## src/rtl/mips_datapath_pkg.sv

```systemverilog
// Shared constants for the single-cycle MIPS datapath: word and register-address widths and
// the ALU operation encodings driven by the ALU control decoder.
package mips_datapath_pkg;

  localparam int unsigned XLEN       = 32;
  localparam int unsigned REG_ADDR_W = 5;
  localparam int unsigned NUM_REGS   = 32;

  localparam logic [2:0] ALU_AND = 3'b000;
  localparam logic [2:0] ALU_OR  = 3'b001;
  localparam logic [2:0] ALU_ADD = 3'b010;
  localparam logic [2:0] ALU_SUB = 3'b110;
  localparam logic [2:0] ALU_SLT = 3'b111;

  // Signed less-than yielding a 0/1 word.
  function automatic logic [XLEN-1:0] slt_word(input logic [XLEN-1:0] a, input logic [XLEN-1:0] b);
    logic [XLEN-1:0] res;
    res    = '0;
    res[0] = ($signed(a) < $signed(b));
    return res;
  endfunction

endpackage

```

## src/rtl/mips_reg_file.sv

```systemverilog
// 32x32 register file: two combinational read ports, one synchronous write port,
// asynchronous active-low clear, register 0 hardwired to zero.
module mips_reg_file
  import mips_datapath_pkg::*;
(
  input  logic                  clk,
  input  logic                  reset,
  input  logic [REG_ADDR_W-1:0] ra1,
  input  logic [REG_ADDR_W-1:0] ra2,
  input  logic [REG_ADDR_W-1:0] wa,
  input  logic [XLEN-1:0]       wd,
  input  logic                  we,
  output logic [XLEN-1:0]       rd1,
  output logic [XLEN-1:0]       rd2
);

  logic [XLEN-1:0] regs_q [NUM_REGS];

  always_ff @(posedge clk or negedge reset) begin
    if (!reset) begin
      for (int i = 0; i < int'(NUM_REGS); i++) begin
        regs_q[i] <= '0;
      end
    end else if (we && (wa != '0)) begin
      regs_q[wa] <= wd;
    end
  end

  // Reads see the pre-edge contents, so a same-cycle write is not forwarded.
  always_comb begin
    rd1 = (ra1 == '0) ? '0 : regs_q[ra1];
    rd2 = (ra2 == '0) ? '0 : regs_q[ra2];
  end

endmodule

```

## src/rtl/mips_datapath.sv

```systemverilog
// Single-cycle MIPS datapath: PC register and next-PC selection, register file, sign
// extension, operand/result muxes and the ALU. Control comes from external decoders.
module mips_datapath
  import mips_datapath_pkg::*;
(
  input  logic            clk,
  input  logic            reset,
  input  logic [25:0]     instruction,
  input  logic [XLEN-1:0] read_data,
  input  logic [2:0]      alu_control,
  input  logic            PC_src,
  input  logic            mem_to_reg,
  input  logic            alu_src,
  input  logic            reg_dest,
  input  logic            reg_write,
  input  logic            jump,
  output logic            zero_flag,
  output logic [XLEN-1:0] PC,
  output logic [XLEN-1:0] alu_out,
  output logic [XLEN-1:0] write_data
);

  logic [REG_ADDR_W-1:0] rs, rt, rd, write_reg;
  logic [15:0]           imm;
  logic [XLEN-1:0]       signimm, pc_plus4, branch_tgt, jump_tgt, pc_next;
  logic [XLEN-1:0]       src_a, src_b, rd2, result;
  logic [XLEN-1:0]       pc_q;

  assign rs  = instruction[25:21];
  assign rt  = instruction[20:16];
  assign rd  = instruction[15:11];
  assign imm = instruction[15:0];

  assign signimm = {{16{imm[15]}}, imm};

  // Next-PC selection; jump takes priority over a taken branch.
  always_comb begin
    pc_plus4   = pc_q + 32'd4;
    branch_tgt = pc_plus4 + {signimm[XLEN-3:0], 2'b00};
    jump_tgt   = {pc_plus4[31:28], instruction[25:0], 2'b00};
    if (jump) begin
      pc_next = jump_tgt;
    end else if (PC_src) begin
      pc_next = branch_tgt;
    end else begin
      pc_next = pc_plus4;
    end
  end

  always_ff @(posedge clk or negedge reset) begin
    if (!reset) begin
      pc_q <= '0;
    end else begin
      pc_q <= pc_next;
    end
  end

  assign PC = pc_q;

  assign write_reg = reg_dest ? rd : rt;
  assign result    = mem_to_reg ? read_data : alu_out;

  mips_reg_file u_reg_file (
    .clk   (clk),
    .reset (reset),
    .ra1   (rs),
    .ra2   (rt),
    .wa    (write_reg),
    .wd    (result),
    .we    (reg_write),
    .rd1   (src_a),
    .rd2   (rd2)
  );

  assign src_b      = alu_src ? signimm : rd2;
  assign write_data = rd2;

  // Unused encodings produce zero so zero_flag stays well defined.
  always_comb begin
    alu_out = '0;
    case (alu_control)
      ALU_AND: alu_out = src_a & src_b;
      ALU_OR:  alu_out = src_a | src_b;
      ALU_ADD: alu_out = src_a + src_b;
      ALU_SUB: alu_out = src_a - src_b;
      ALU_SLT: alu_out = slt_word(src_a, src_b);
      default: alu_out = '0;
    endcase
  end

  assign zero_flag = (alu_out == '0);

endmodule

```

## config.mk

```make
export PLATFORM = sky130hd
export DESIGN_NAME = mips_datapath
export DESIGN_NICKNAME = d
export VERILOG_FILES = /design/src/rtl/mips_datapath_pkg.sv /design/src/rtl/mips_reg_file.sv /design/src/rtl/mips_datapath.sv
export SDC_FILE = /design/constraint.sdc
export NUM_CORES = 2
export LEC_CHECK = 0
export ABC_AREA = 1
export CAP_MARGIN = 30
export CORE_UTILIZATION = 50
export CTS_CLUSTER_DIAMETER = 150
export DETAILED_ROUTE_END_ITERATION = 10
export HOLD_SLACK_MARGIN = 0.02
export MAX_ROUTING_LAYER = met4
export PLACE_DENSITY = 0.67
export SLEW_MARGIN = 40
export SYNTH_ARGS = -nofsm -noshare
export SYNTH_HDL_FRONTEND = slang
export SYNTH_SLANG_ARGS = --single-unit
export TNS_END_PERCENT = 100
```

## constraint.sdc

```tcl
create_clock -name clk -period 22.6 [get_ports clk]
set_input_delay 6.78 -clock clk [delete_from_list [all_inputs] [get_ports clk]]
set_output_delay 6.78 -clock clk [all_outputs]
set_load 0.05 [all_outputs]
```

==> key figures <==
Run status
  – Status: finished clean

Setup path
  – Data arrival, critical path: around 14 ns
  – Crit path capture: zero_flag
  – Worst r2r src: u_reg_file.regs_q[426]
  – CP Class: in2out
  – Setup crit start: instruction[17]
  – Worst setup EP type: output pin
  – FF-to-FF End: u_reg_file.regs_q[190]
  – Reg2reg setup slack: roughly 17 ns
  – Max FO, Critical Path: just over 100
  – Required time of the critical path: 15.82 ns
  – Reg2Reg Depth: 19
  – Startpoint types: primary input

Timing
  – Post-route setup slack: 2.086 ns
  – Tmin final: 20.51 ns
  – Max-slew violations: 0
  – Post-route clock period utilization: 90.77%
  – RSZ-0062 raised after global routing: false
  – Final setup viols: 0
  – Final setup TNS: 0 ns
  – Highest Clock Rate: 0.04875 GHz
  – Clock skew: ~0.047 ns
  – Hold slack: roughly 0.40 ns
  – Hold Vio Cnt, Final: 0
  – Actual slew at the worst max-slew pin: between 1 and 1.5 ns
  – Worst slew margin: about a third

CTS
  – Buffers inserted by post-CTS timing repair: 0
  – # resized after CTS: 0
  – CTS buffer count: 116
  – Clk slew on worst S/H paths: 0.06 ns
  – CTS tree: yes
  – Root Buffer: clkbuf_16
  – CTS sink cnt: approximately 1,100
  – Hold-fix buffers, CTS: 0
  – Clock Path Buffers: 3
  – H-Tree Depth: 3
  – Worst-Skew Late Latency: around 0.77 ns

Final layout
  – Layout cells sized above 1: roughly 5.4%
  – Final nets: 9,028
  – Post-route insts no fill: 10,660
  – Multi-input gate area: around 34,000 µm²
  – Sequential cell area: about 26,000 µm²
  – Area growth from synthesis to layout: 9.988%
  – Fillers: between 10,000 and 15,000

Synth
  – Synth area leaders: dfrtp_1, o21ai_0, nand2_1
  – Post-Synth Simple-Gate Area: between 20% and 30%
  – Syn. warnings: 0
  – Dominant combinational cell family by area after synthesis: compound AO/OA/AOI/OAI gates
  – Post-synthesis adder-cell area fraction: 2.516%
  – Synth unique cells: 58
  – Post-Syn Instances: roughly 9,000
  – Sequential area share after synthesis: 40.54%
  – EDFF count, synth: 0
  – Synth Area in Compound Gates: 25.72%
  – Prevailing post-synth register cell: dfrtp_1
  – XOR/XNOR share of the synthesized area: 0.5116%
  – Synth area leader: dfrtp_1
  – Post-Syn Area per Cell: slightly above 7 µm²
  – Area fraction of the dominant cell type after synthesis: ~41%
  – Synthesized area: approximately 65,000 µm²
  – Synth Register Bits: between 1,000 and 1,500
  – Ys async rst share: between 90% and 100%
  – Mux cell area share after synthesis: less than 1%

Place
  – Placed cell count: 10,430
  – RePlAce Congestion: between 1 and 1.5
  – PortBufs: approximately 160
  – Detailed placer's ending HPWL: approximately 160,000 µm
  – Setup WS pre-CTS: roughly 2.5 ns

Global routing
  – GRT Overall Usage: 41.33%
  – Initial antenna violation count: 7
  – First-pass GRT wire length: 401,300 µm
  – Largest net degree at the start of global routing: around 190
  – Overflow after GRT: 0
  – Vias in the first global route: 63,610

Die
  – Row Count: 131
  – Die H: 362.7 µm
  – Die area: approximately 130,000 µm²
  – Initial core utilization: approximately 51%
  – Num ports: 166
  – Core ar.: between 100,000 and 150,000 µm²
  – Die X: roughly 360 µm

Worst hold path
  – Hold Crit Class: reg2reg

Drt
  – Initial detailed-routing violation count: about 11,000
  – Number of routed nets with antenna violations: 0
  – Detailed Route WL: 269,100 µm
  – DR WL/cell: approximately 25 µm
  – Vias after detailed routing: roughly 69,000
  – # DRC: 0
  – DRT Pass-1 Iters: 8
  – Drt via density: approximately 6.4

Power and ir drop
  – Leak Pwr: between 0.03 and 0.04 µW
  – Maximum VDD drop: about 0.000070 V
  – Pwr Density: around 90 nW/µm²

Job
  – Total of max-cap violations: 0
==> cells in the final DEF, fill, tap and decap left out, drive strengths merged, types with 151 or more instances in the layout <==
cell type	count
clkdlybuf4s50	151
nand2	1704
buf	163
dfrtp	1054
nor2	1327
nand3	468
o22ai	261
o21ai	2180
clkbuf	175
inv	557
o221ai	236
a21oi	160
==> Yosys cell counts (all sizes together) (17+ instances only) <==
master / number
o21ai: 2180
nand2: 1704
nor2: 1327
dfrtp: 1054
clkbuf: 593
inv: 550
nand3: 468
o22ai: 261
o221ai: 236
buf: 221
a21oi: 160
ha: 126
o211ai: 80
nor3: 39
xor2: 30
nand4: 28
mux2i: 17
==> flip-flops by register name, indices dropped and copies added (netlist names) <==
| register | cells |
|---|---|
| PC | 30 |
| u_reg_file.regs_q | 1024 |
==> cell type report <==
class	instances	area share [%]
antenna	9	0.03148
multi-input combinational	6786	46.85
clock buffer	172	4.900
sequential	1054	36.86
timing repair buffer	317	4.702
clock inverter	41	0.6453
inverter	555	2.988
tap	1729	3.023
==> routing by layer <==
metal	GRT usage, %	vias up	part of all wire (%)
met2	57.55	4798	41
li1	-	30390	-
met3	11.33	813	14
met1	55.85	32730	40
met4	18.49	0	4.7
met5	-	-	0
==> logic make-up after synthesis <==
kind of cell             Yosys count
AND/OR/NAND/NOR                 3596
AO/OA/AOI/OAI                   3004
buffers and inverters           1369
flip-flops                      1054
adder cells (fa/ha/maj)          129
XOR/XNOR                          38
multiplexers                      17
other                              1
==> per-stage QoR <==
stage | total power, µW | area, µm² | utilization (%)
floorplan | 3905 | 65060 | -
global route | 6923 | 71550 | 55.75
CTS | 6520 | 71320 | 55.57
finish | 6578 | 71550 | 55.75
detailed placement | 4549 | 67350 | 52.48
global placement | 4481 | 66900 | 52.13
==> critical path: stages <==
cell and delay (ns):
clkbuf_8 0.38, inv_8 0.74, buf_12 0.53, o21ai_0 0.22, o22ai_1 0.18, nor2_1 0.06
o211ai_1 0.36, nand3_1 0.46, o21ai_0 0.40, inv_1 0.11, ha_1 0.50, inv_1 0.21
nor2_1 0.38, inv_1 0.07, nor2_1 0.21, nand2_1 0.13, nor2_1 0.12, nand2_1 0.11
nand2_1 0.10, nand2_1 0.05, nand3_1 0.06, nand3_1 0.22, nor2_1 0.17, nand2_1 0.08
nor2_1 0.08, nand2_1 0.05, nor2_1 0.10, clkdlybuf4s50_1 0.81
==> worst min path at each step <==
stage                             from                       to  slack, ns  cells after the start
6_report       u_reg_file.regs_q[1001]  u_reg_file.regs_q[1001]       0.40                      0
5_1_grt        u_reg_file.regs_q[1001]  u_reg_file.regs_q[1001]       0.41                      0
4_1_cts        u_reg_file.regs_q[1011]  u_reg_file.regs_q[1011]       0.40                      0
3_5_place_dp   u_reg_file.regs_q[1011]  u_reg_file.regs_q[1011]       0.39                      0
3_3_place_gp   u_reg_file.regs_q[1011]  u_reg_file.regs_q[1011]       0.38                      0
2_1_floorplan  u_reg_file.regs_q[1011]  u_reg_file.regs_q[1011]       0.45                      1
==> where the power goes <==
part | internal, µW | switching (µW) | leakage, µW
Clock | 1140 | 845 | 0.00196
Combinational | 635 | 1230 | 0.0163
Sequential | 2350 | 371 | 0.0138
(Power assumes the default switching activity.)
